## src/rtl/cluster_ctrl_pkg.sv

```systemverilog
// Shared types for the PE cluster sequencing controller: FSM state encoding
// and the router direction codes understood by the GLB-to-cluster routers.
package cluster_ctrl_pkg;

    typedef enum logic [3:0] {
        IDLE       = 4'd0,
        WGHT_REQ   = 4'd1,
        WGHT_LOAD  = 4'd2,
        ACT_REQ    = 4'd3,
        ACT_LOAD   = 4'd4,
        COMP_START = 4'd5,
        COMP_WAIT  = 4'd6,
        PSUM_WB    = 4'd7,
        DONE       = 4'd8
    } state_t;

    typedef enum logic [3:0] {
        ALL        = 4'd0,
        NORTH      = 4'd1,
        SOUTH      = 4'd2,
        WEST       = 4'd3,
        EAST       = 4'd4,
        NORTHSOUTH = 4'd5,
        NORTHWEST  = 4'd6,
        NORTHEAST  = 4'd7,
        SOUTHWEST  = 4'd8,
        SOUTHEAST  = 4'd9,
        WESTEAST   = 4'd10
    } router_dir_t;

    // Width of the free-running busy cycle counter.
    localparam int CYCLE_CNT_W = 32;

endpackage

```

## src/rtl/cluster_seq_ctrl.sv

```systemverilog
// Cluster sequencing controller: streams the filter and activation tiles
// from the GLB into the PE cluster through the routers, launches NUM_ITER
// compute passes and writes each pass's column psums back to the GLB.
module cluster_seq_ctrl
    import cluster_ctrl_pkg::*;
#(
    parameter int DATA_WIDTH  = 16,
    parameter int ADDR_WIDTH  = 10,
    parameter int KERNEL_SIZE = 3,
    parameter int ACT_SIZE    = 5,
    parameter int X_DIM       = 3,
    parameter int NUM_ITER    = 3,
    parameter int PSUM_BASE   = 500
) (
    input  logic                              clk,
    input  logic                              reset,
    input  logic                              start_i,
    output logic                              read_req_wght_o,
    output logic [ADDR_WIDTH-1:0]             r_addr_wght_o,
    output logic                              read_req_iact_o,
    output logic [ADDR_WIDTH-1:0]             r_addr_iact_o,
    output logic [3:0]                        router_mode_wght_o,
    output logic [3:0]                        router_mode_iact_o,
    output logic                              west_enable_wght_o,
    output logic                              west_enable_iact_o,
    output logic                              load_en_wght_o,
    output logic                              load_en_act_o,
    output logic                              pe_start_o,
    input  logic                              compute_done_i,
    input  logic [X_DIM-1:0][DATA_WIDTH-1:0]  pe_out_i,
    output logic                              psum_write_en_o,
    output logic [ADDR_WIDTH-1:0]             psum_w_addr_o,
    output logic [DATA_WIDTH-1:0]             psum_w_data_o,
    output logic                              busy_o,
    output logic                              done_o,
    output logic [CYCLE_CNT_W-1:0]            cycle_cnt_o
);

    localparam int WGHT_LEN = KERNEL_SIZE * KERNEL_SIZE;
    localparam int ACT_LEN  = ACT_SIZE * ACT_SIZE;
    localparam int STEP_W   = 16;
    localparam int ITER_W   = 8;
    localparam int SEL_W    = (X_DIM > 1) ? $clog2(X_DIM) : 1;

    state_t                   r_state;
    state_t                   w_state_next;
    logic [STEP_W-1:0]        r_step;      // load address / writeback index
    logic [ITER_W-1:0]        r_iter;      // current compute pass
    logic [CYCLE_CNT_W-1:0]   r_cycle_cnt;

    logic                     w_wght_last;
    logic                     w_act_last;
    logic                     w_wb_last;
    logic                     w_more_iter;
    logic [SEL_W-1:0]         w_sel;
    logic [ADDR_WIDTH-1:0]    w_psum_addr;

    assign w_wght_last = (r_step == STEP_W'(WGHT_LEN));
    assign w_act_last  = (r_step == STEP_W'(ACT_LEN));
    assign w_wb_last   = (r_step == STEP_W'(X_DIM - 1));
    assign w_more_iter = (r_iter < ITER_W'(NUM_ITER - 1));

    // Columns are written highest-index first.
    assign w_sel       = SEL_W'(X_DIM - 1) - SEL_W'(r_step);
    // Psum address wraps within the GLB address space.
    assign w_psum_addr = ADDR_WIDTH'(PSUM_BASE + int'(r_iter) * X_DIM + int'(r_step));

    assign cycle_cnt_o = r_cycle_cnt;

    // State register.
    always_ff @(posedge clk or posedge reset) begin
        if (reset) begin
            r_state <= IDLE;
        end else begin
            r_state <= w_state_next;
        end
    end

    // Step counter: load address during the load phases, column index during writeback.
    always_ff @(posedge clk or posedge reset) begin
        if (reset) begin
            r_step <= 16'd0;
        end else begin
            case (r_state)
                WGHT_REQ:  r_step <= 16'd1;
                WGHT_LOAD: r_step <= w_wght_last ? 16'd0 : (r_step + 16'd1);
                ACT_REQ:   r_step <= 16'd1;
                ACT_LOAD:  r_step <= w_act_last ? 16'd0 : (r_step + 16'd1);
                PSUM_WB:   r_step <= w_wb_last ? 16'd0 : (r_step + 16'd1);
                default:   r_step <= 16'd0;
            endcase
        end
    end

    // Compute pass counter: cleared by a new job, advanced after each writeback.
    always_ff @(posedge clk or posedge reset) begin
        if (reset) begin
            r_iter <= 8'd0;
        end else if ((r_state == IDLE) && start_i) begin
            r_iter <= 8'd0;
        end else if ((r_state == PSUM_WB) && w_wb_last && w_more_iter) begin
            r_iter <= r_iter + 8'd1;
        end else begin
            r_iter <= r_iter;
        end
    end

    // Busy cycle counter: cleared at job start, saturating, frozen in IDLE.
    always_ff @(posedge clk or posedge reset) begin
        if (reset) begin
            r_cycle_cnt <= 32'd0;
        end else if ((r_state == IDLE) && start_i) begin
            r_cycle_cnt <= 32'd0;
        end else if ((r_state != IDLE) && (r_cycle_cnt != 32'hFFFF_FFFF)) begin
            r_cycle_cnt <= r_cycle_cnt + 32'd1;
        end else begin
            r_cycle_cnt <= r_cycle_cnt;
        end
    end

    // Next-state and output decode; all outputs depend on registered state,
    // except the psum data, which passes pe_out_i straight through.
    always_comb begin
        w_state_next       = r_state;
        read_req_wght_o    = 1'b0;
        r_addr_wght_o      = '0;
        read_req_iact_o    = 1'b0;
        r_addr_iact_o      = '0;
        router_mode_wght_o = ALL;
        router_mode_iact_o = ALL;
        west_enable_wght_o = 1'b0;
        west_enable_iact_o = 1'b0;
        load_en_wght_o     = 1'b0;
        load_en_act_o      = 1'b0;
        pe_start_o         = 1'b0;
        psum_write_en_o    = 1'b0;
        psum_w_addr_o      = '0;
        psum_w_data_o      = '0;
        busy_o             = (r_state != IDLE);
        done_o             = 1'b0;

        case (r_state)
            IDLE: begin
                if (start_i) begin
                    w_state_next = WGHT_REQ;
                end else begin
                    w_state_next = IDLE;
                end
            end
            WGHT_REQ: begin
                read_req_wght_o = 1'b1;
                r_addr_wght_o   = ADDR_WIDTH'(r_step);
                w_state_next    = WGHT_LOAD;
            end
            WGHT_LOAD: begin
                read_req_wght_o    = 1'b1;
                r_addr_wght_o      = ADDR_WIDTH'(r_step);
                west_enable_wght_o = 1'b1;
                router_mode_wght_o = WEST;
                load_en_wght_o     = (r_step == 16'd1);
                if (w_wght_last) begin
                    w_state_next = ACT_REQ;
                end else begin
                    w_state_next = WGHT_LOAD;
                end
            end
            ACT_REQ: begin
                read_req_iact_o = 1'b1;
                r_addr_iact_o   = ADDR_WIDTH'(r_step);
                w_state_next    = ACT_LOAD;
            end
            ACT_LOAD: begin
                read_req_iact_o    = 1'b1;
                r_addr_iact_o      = ADDR_WIDTH'(r_step);
                west_enable_iact_o = 1'b1;
                router_mode_iact_o = WEST;
                load_en_act_o      = (r_step == 16'd1);
                if (w_act_last) begin
                    w_state_next = COMP_START;
                end else begin
                    w_state_next = ACT_LOAD;
                end
            end
            COMP_START: begin
                pe_start_o   = 1'b1;
                w_state_next = COMP_WAIT;
            end
            COMP_WAIT: begin
                if (compute_done_i) begin
                    w_state_next = PSUM_WB;
                end else begin
                    w_state_next = COMP_WAIT;
                end
            end
            PSUM_WB: begin
                psum_write_en_o = 1'b1;
                psum_w_addr_o   = w_psum_addr;
                psum_w_data_o   = pe_out_i[w_sel];
                if (!w_wb_last) begin
                    w_state_next = PSUM_WB;
                end else if (w_more_iter) begin
                    w_state_next = COMP_START;
                end else begin
                    w_state_next = DONE;
                end
            end
            DONE: begin
                done_o       = 1'b1;
                w_state_next = IDLE;
            end
            default: begin
                w_state_next = IDLE;
            end
        endcase
    end

endmodule

```

## config.mk

```make
export PLATFORM = sky130hd
export DESIGN_NAME = cluster_seq_ctrl
export DESIGN_NICKNAME = d
export VERILOG_FILES = /design/src/rtl/cluster_ctrl_pkg.sv /design/src/rtl/cluster_seq_ctrl.sv
export SDC_FILE = /design/constraint.sdc
export NUM_CORES = 1
export LEC_CHECK = 0
export ABC_AREA = 1
export CAP_MARGIN = 0
export CORE_ASPECT_RATIO = 1.1
export CORE_UTILIZATION = 50
export DETAILED_ROUTE_END_ITERATION = 12
export GPL_TIMING_DRIVEN = 0
export PLACE_DENSITY = 0.83
export REMOVE_ABC_BUFFERS = 1
export SETUP_SLACK_MARGIN = 0.2
export SYNTH_ARGS = -nofsm -noshare
export SYNTH_HDL_FRONTEND = slang
export SYNTH_SLANG_ARGS = --single-unit
```

## constraint.sdc

```tcl
create_clock -name clk -period 3.46 [get_ports clk]
set_clock_uncertainty 0.05 [all_clocks]
set_input_delay 0.865 -clock clk [delete_from_list [all_inputs] [get_ports clk]]
set_output_delay 0.865 -clock clk [all_outputs]
set_load 0.05 [all_outputs]
```

Word level (Yosys, flattened, before mapping)
Cells that the tools add are included.
Storage, ports and cells
  register bits after elaboration: 60
  input bits: 52
  output and inout bits: 96
Cells by class
  add/sub/neg operators: 6
  multiply operators: 1
  $lt $le $gt $ge: 2
  equality and inequality tests: 13
  muxes and demuxes: 32
  reductions and logical operators: 11
Operator list (count)
  $mux W16: 5
  $mux W32: 2
  $pmux W16 S4: 1
  $add A32 B1 Y32 const B: 1
  $bmux W16 S2: 1
  $ne A32 B32 Y1 const B: 1
  $pmux W4 S8: 1
  $mux W10: 3
  $add A16 B1 Y16 const B: 1
  $eq A16 B1 Y1 const B: 1
  $eq A16 B2 Y1 const B: 1
  $eq A16 B4 Y1 const B: 1
  $eq A16 B5 Y1 const B: 1
  $eq A4 B3 Y1 const B: 4
  $mux W8: 2
  $mux W1: 13
  $add A10 B10 Y10: 1
  $add A9 B10 Y10 const A: 1
  $mul A8 B2 Y10 const B: 1
  $add A8 B1 Y8 const B: 1
  $eq A4 B2 Y1 const B: 2
  $lt A8 B2 Y1 const B: 1
  $mux W4: 2
  $reduce_or A2 Y1: 3
  other kinds (9): 14

Longest topological paths before layout
Gate-level depths: netlist of the first run.
  depth in word-level cells: 5
  gate-level depth with buffers: 12
  gate-level depth less buffers: 11

Worst setup path before layout of the first run
Ideal clock, no wire load.
  path kind: register to output
  start: register r_iter[2]
  end: output psum_w_addr_o[8]
  data arrival time: 2.943 ns
  required time: 2.545 ns
  path slack: -0.398 ns
  stages on the path, launching flop included: 10
  buffers on the path: 0
  path through: dfrtp_1 > inv_1 > ha_1 > fa_1 > inv_1 > ha_1 > fa_1 > nand4_1 > o211ai_1 > a21oi_1
Between the ends
  cells in the longest elaborated chain, start to end: 4
RTL lines
  start: declaration: RTL line cluster_seq_ctrl.sv:48  | logic [ITER_W-1:0] r_iter;
  start signal: assignment: RTL line cluster_seq_ctrl.sv:102  | r_iter <= r_iter + 8'd1;
  start signal: assignment: RTL line cluster_seq_ctrl.sv:104  | r_iter <= r_iter;
  $mul A8 B2 Y10: RTL line cluster_seq_ctrl.sv:66  | assign w_psum_addr = ADDR_WIDTH'(PSUM_BASE + int'(r_iter) * X_DIM + int'(r_step));
  $add A9 B10 Y10: RTL line cluster_seq_ctrl.sv:66
  $add A10 B10 Y10: RTL line cluster_seq_ctrl.sv:66
  $mux W10: RTL line cluster_seq_ctrl.sv:142  | case (r_state)
  end: declaration: RTL line cluster_seq_ctrl.sv:32  | output logic [ADDR_WIDTH-1:0] psum_w_addr_o,
Every way passes these cells.

Worst setup path after layout of the first run
  start: register r_iter[1]
  end: output psum_w_addr_o[8]
Same word-level chain as after synthesis.

==> qor.csv, run 1 <==
stage,metric,value,unit
status,status,finished with violations,
status,violations,setup timing,
clocking,htreeDepth,3,
placed_design,dp.cells,1071,
routing,vias,6088,
synth,ys_types,37,
worst_hold_path,min_to,r_state[1],
timing,final.setup.tns,-1300,ps
synth,synth_area_leader_cell,dfrtp_1,
timing,worst_slack,-311,ps
global_routing,grt_overflow,0,
critical_path,r2r_setup_slack,940,ps
critical_path,crit_required,2540,ps
timing,fin_crit,3770,ps
critical_path,reg2reg_to,r_iter[6],
pwr,power.leakage,3.57,nW
layout,layout_commonest_cell,nand2_1,
critical_path,crit_path_start_kind,register,
floorplanning,row_count,39,
layout,syn2layout_area_growth,40.3,%
global_routing,antenna_found_initial,0,
timing,whs,436,ps
synth,synth.area.top_cells,"dfrtp_1, nand2_1, nor2_1",
global_routing,grtUsageTotal,31.8,%
layout,fin_cells,1117,
placed_design,post-place-ws,-1980,ps
layout,final_cell_mix,"nand2_1, nor2_1, clkdlybuf4s50_1",
synth,synth_area,0.00536,sq mm
floorplanning,dieHeight,111,um
clocking,numCtsBuffers,9,
worst_hold_path,hp-start,r_state[3],
clocking,cts.clk_slew.worst_paths,60,ps
global_routing,grt_max_degree,44,
timing,hold_viol_final,0,
clocking,cts.sinks,60,
routing,vias_per_cell,5.45,
layout,multi_input_area,0.00354,sq mm
clocking,clock-root-buffer,clkbuf_16,
timing,drv_slew,0,
worst_hold_path,min_path_type,reg -> reg,
floorplanning,fp.coreArea,0.0104,sq mm
layout,nFillCells,868,
timing,slew_headroom,27.9,%
routing,wire_per_inst,15.7,um
synth,synthFlopType,dfrtp_1,
synth,synth.ff_latch_count,60,
critical_path,r2r_start,r_iter[2],
critical_path,reg2regPathDepth,9,
synth,async_flop_share,100,%
routing,drtIter0Drc,319,
pwr,power_density,606,mW/mm^2
worst_hold_path,holdPathStages,1,
layout,antennaDiodeCount,0,
routing,ant_nets,0,
timing,rsz0062_at_grt,true,
pwr,peakVddDrop,0.806,mV
floorplanning,die_w,101,um
layout,drive_gt1_share,17.8,%
floorplanning,initial_utilization,51.6,%
timing,fmax,265,MHz
global_routing,grt_pass1_vias,5766,
placed_design,numPortBuffers,143,
synth,syn_area_per_cell,6.60,sq um
global_routing,grt_pass1_wl,27900,um
layout,seq_area,0.00151,sq mm
timing,timing.final.crit_share,109,%
layout,final_net_count,1060,
clocking,tritoncts,built,
synth,synth-edff-count,0,
synth,synth_cells,812,
floorplanning,ios,148,
critical_path,crit_fanout,3,
clocking,insertion_delay,340,ps
timing,setup_viol,7,
routing,finalWirelength,17600,um
critical_path,arrival,2860,ps
run,maxCapViolations,0,
placed_design,gp_congestion,0.906,
critical_path,cp-end-kind,output port,
floorplanning,die_area,0.0111,sq mm
synth,synth.top_cell.area_share,28.0,%
routing,drcViolationCount,0,
routing,dr.pass1.iters,5,
critical_path,worstSetupPathType,reg -> out,
synth,yosysSeqAreaShare,28.0,%
placed_design,dp_hpwl,11800,um
pwr,power.total,4.56,mW
synth,yosys_warnings,0,
clocking,clockBufferDepth,2,
timing,worst_pin_slew,1080,ps
-- cells by family after synthesis --
kind of cell,count (synthesis),synth area share [%]
DFF,60,28.0
AOI/OAI and AO/OA,71,7.40
xor gates and xnor gates,25,4.09
other,1,0.0700
and+or+nand+nor,492,40.4
buffers and inverters,124,9.81
adders and majority gates,39,10.2
-- report_power, final --
part           internal, mW  total (mW)  switching (mW)
combinational         0.777        2.63            1.85
clock                 0.649       0.970           0.321
sequential            0.810       0.966           0.155
-- cell type report --
type / count / share of cell area (%)
flip-flops and latches: 60 / 20.1
multi-input cells: 631 / 47.0
repair inverters: 1 / 0.0665
clock inverters: 4 / 0.965
well taps: 143 / 2.38
clock buffers: 12 / 3.28
inverters: 93 / 4.91
repair buffers: 173 / 21.3
-- worst max-delay path, cell delays in order, from the launching register on --
cell and delay, ps:
dfrtp_2 430, inv_2 80, ha_4 200, fa_1 500
inv_2 50, ha_4 160, fa_2 390, nand4_1 100
o211ai_1 120, buf_4 160, a21oi_2 150, buf_6 180
-- sequential cells by signal, indices dropped and copies added (netlist names) --
register     cells
cycle_cnt_o     32
r_iter           8
r_state          4
r_step          16
-- worst max-delay path by stage --
stage	slack [ps]	endpoint	from	depth (start not counted)
3_5_place_dp	-1980	psum_w_data_o[0]	r_step[0]	7
6_report	-310	psum_w_addr_o[8]	r_iter[1]	11
5_1_grt	-390	psum_w_addr_o[6]	r_iter[1]	12
2_1_floorplan	-630	psum_w_data_o[0]	r_step[0]	6
4_1_cts	-240	psum_w_addr_o[8]	r_step[3]	12
3_3_place_gp	-1970	psum_w_data_o[0]	r_step[0]	7
-- synthesized netlist by cell type, drive strengths merged (2+ instances only) --
master and instances:
inv 91, ha 31, nand3b 3, nand2 227, a21oi 29, o21ai 23
a21o 2, nor2 144, buf 11, fa 8, o211ai 3, nand4 40
xor2 21, or2 2, nand3 64, o21bai 2, a31oi 10, clkbuf 20
xnor2 4, clkinv 2, dfrtp 60, nor3 12
-- stage by stage --
step	cell area, sq um	utilization (%)
finish	7520	72.4
CTS	7440	71.5
detailed placement	6830	65.7
global placement	6810	65.5
floorplan	5200	-
global route	7520	72.4
-- routing by layer --
layer	wire, um	vias up	GRT usage [%]
met5	0	-	0
li1	-	2921	-
met1	6670	2802	35.3
met4	815	0	16.6
met3	1380	58	5.70
met2	8720	307	56.8
-- timing repair --
| item | in CTS | in global routing |
|---|---|---|
| cloned | 1 | 0 |
| buffers inserted | 21 | 8 |
| hold buffers | 0 | 0 |
| resized for setup | 184 | 71 |
| setup endpoints to repair | 56 | 53 |
| pin swaps | 11 | 18 |
(Power assumes the default switching activity.)
==> run 2: changes to the inputs <==
ABC_CLOCK_PERIOD_IN_PS = 3460   (was unset)
CORE_MARGIN = 3   (was unset)
CORE_UTILIZATION = 51   (was 50)
CTS_BUF_LIST = sky130_fd_sc_hd__clkbuf_4 sky130_fd_sc_hd__clkbuf_8   (was unset)
PLACE_DENSITY = 0.84   (was 0.83)
==> run 2 against run 1 <==
Against the previous run:
- the flow still finishes with violations (setup timing)
- non-clock buffer count decreased by 9
- combinational power decreased by 3%
- utilization increased by 0.34 points
- total power decreased by 6.9%
- die area increased by 5.7%
- via count decreased by 0.87%
==> qor.csv, run 2 (synthesized netlist as in run 1, its figures left out) <==
stage,metric,value,unit
status,status,finished with violations,
status,violations,setup timing,
timing,drv_slew,0,
floorplanning,row_count,38,
routing,ant_nets,0,
timing,worst_slack,-272,ps
floorplanning,initial_utilization,53.4,%
critical_path,path_buf_inv,3,
layout,fin_area,0.00729,sq mm
critical_path,arrival,2820,ps
floorplanning,dieHeight,114,um
global_routing,antenna_found_initial,0,
layout,seq_area,0.00151,sq mm
placed_design,dpl_cell_area,0.00683,sq mm
critical_path,r2r_start,r_iter[2],
floorplanning,die_w,104,um
timing,timing.final.crit_share,108,%
placed_design,numPortBuffers,143,
clocking,numCtsBuffers,9,
run,maxCapViolations,0,
critical_path,reg2regPathDepth,9,
critical_path,reg2reg_to,r_iter[0],
layout,antennaDiodeCount,0,
clocking,cts.clk_slew.worst_paths,70,ps
layout,drive_gt1_share,15.9,%
routing,drtIter0Drc,467,
worst_hold_path,min_to,r_state[1],
global_routing,grt_max_degree,42,
clocking,cts_hold_buf,0,
layout,final_cell_mix,"nand2_1, nor2_1, clkdlybuf4s50_1",
clocking,clock-root-buffer,clkbuf_8,
layout,layout_commonest_cell,nand2_1,
floorplanning,die_area,0.0118,sq mm
clocking,clockBufferDepth,2,
critical_path,cp.depth,11,
global_routing,grt_overflow,0,
layout,final_net_count,1051,
timing,setup_viol,7,
critical_path,worstSetupPathType,reg -> out,
placed_design,dp_hpwl,12300,um
floorplanning,ios,148,
critical_path,path_cells,fa_2 -> inv_2 -> fa_1 -> inv_2 -> ha_4 -> fa_2 -> nand4_1 -> o211ai_1 -> o21ai_1 -> a21oi_1 -> buf_4,
clocking,insertion_delay,350,ps
worst_hold_path,hp-start,r_state[3],
routing,vias_per_cell,5.46,
layout,nFillCells,834,
layout,syn2layout_area_growth,36.1,%
critical_path,crit_path_start_kind,register,
timing,worst_pin_slew,1050,ps
routing,wire_per_inst,15.8,um
routing,drcViolationCount,0,
critical_path,crit_required,2540,ps
critical_path,critPathTopFamily,adder cells,
placed_design,post-place-ws,-1930,ps
timing,fmax,268,MHz
global_routing,grt_pass1_vias,5641,
pwr,power_density,582,mW/mm^2
critical_path,r2r_setup_slack,940,ps
critical_path,slowest_stage,dfrtp_2,
routing,finalWirelength,17400,um
pwr,power.leakage,3.60,nW
global_routing,grtUsageTotal,29.5,%
routing,vias,6035,
layout,multi_input_area,0.00350,sq mm
clocking,cts.sinks,60,
worst_hold_path,min_path_type,reg -> reg,
global_routing,grt_pass1_wl,28500,um
clocking,tritoncts,built,
floorplanning,fp.coreArea,0.0100,sq mm
critical_path,crit_fanout,3,
placed_design,gp_congestion,0.934,
timing,fin_crit,3730,ps
timing,slew_headroom,30.0,%
pwr,peakVddDrop,0.848,mV
timing,hold_viol_final,0,
critical_path,cp-end-kind,output port,
worst_hold_path,holdPathStages,1,
clocking,htreeDepth,3,
routing,dr.pass1.iters,6,
layout,largest_reg_flops,32,
timing,rsz0062_at_grt,true,
critical_path,cpPeakStageDelay,450,ps
[run 2: changes by cell type in the layout (fill, tap and decap cells not counted), moves of 3 or more]
cell             delta
buf_4              +11
clkdlybuf4s15_1     -6
dlygate4sd2_1       +7
clkbuf_2            -5
clkbuf_8            +9
clkbuf_16           -9
dlymetal6s2s_1      +5
inv_2               -3
clkdlybuf4s18_2     -3
buf_6               -5
clkdlybuf4s15_2     -8
[run 2: through the flow]
step | power (mW) | hold slack, ps | TNS [ps] | instances | utilization, %
2_1_floorplan | 2.57 | 391 | -19750 | 784 | -
3_3_place_gp | 3.32 | 423 | -37740 | 1067 | 67.8
3_5_place_dp | 3.35 | 413 | -35560 | 1068 | 68.0
4_1_cts | 4.18 | 435 | -2370 | 1101 | 72.4
5_1_grt | 4.48 | 452 | -1880 | 1105 | 72.7
6_report | 4.25 | 437 | -1190 | 1105 | 72.7
[run 2: layout make-up]
cell class,count,share of cell area (%)
tap,140,2.40
inverter,93,5.01
timing repair inverter,1,0.0686
sequential,60,20.7
clock inverter,4,0.995
multi-input combinational,631,48.0
clock buffer,12,2.09
timing repair buffer,164,20.7
[run 2: worst max-delay path by stage]
stage,startpoint,to,slack [ps]
final,r_iter[0],psum_w_addr_o[8],-270
after global routing,r_iter[2],psum_w_addr_o[9],-390
after CTS,r_iter[2],psum_w_addr_o[8],-260
after detailed placement,r_step[0],psum_w_data_o[10],-1930
after global placement,r_step[0],psum_w_data_o[10],-1880
after floorplan,r_step[0],psum_w_data_o[0],-630
[run 2: where the power goes]
part,internal [mW],leakage (nW),switching (mW),total [mW]
registers,0.809,0.801,0.146,0.955
logic,0.756,2.69,1.81,2.56
clock network,0.440,0.113,0.290,0.730
[run 2: what timing repair did]
| action | in CTS | in global routing |
|---|---|---|
| pin swaps | 16 | 6 |
| buffers inserted | 16 | 4 |
| resized for setup | 213 | 43 |
| setup endpoints to repair | 56 | 48 |
| gates cloned | 1 | 0 |
[run 2: routing by layer]
metal,part of all wire [%],track usage [%],up-vias,routed length [um]
li1,-,-,2905,-
met1,41,37.1,2831,7190
met2,49,50.5,252,8460
met3,6.8,4.98,47,1180
met4,3.4,12.9,0,585
met5,0,0,-,0
[run 2: worst register-to-register path, stage by stage, from the launching register on]
cell	delay, ps
dfrtp_2	390
inv_4	60
buf_4	130
ha_1	180
nand2_1	50
nand2_1	50
a21oi_1	670
nand4_1	550
nand3_1	190
nand2_1	80
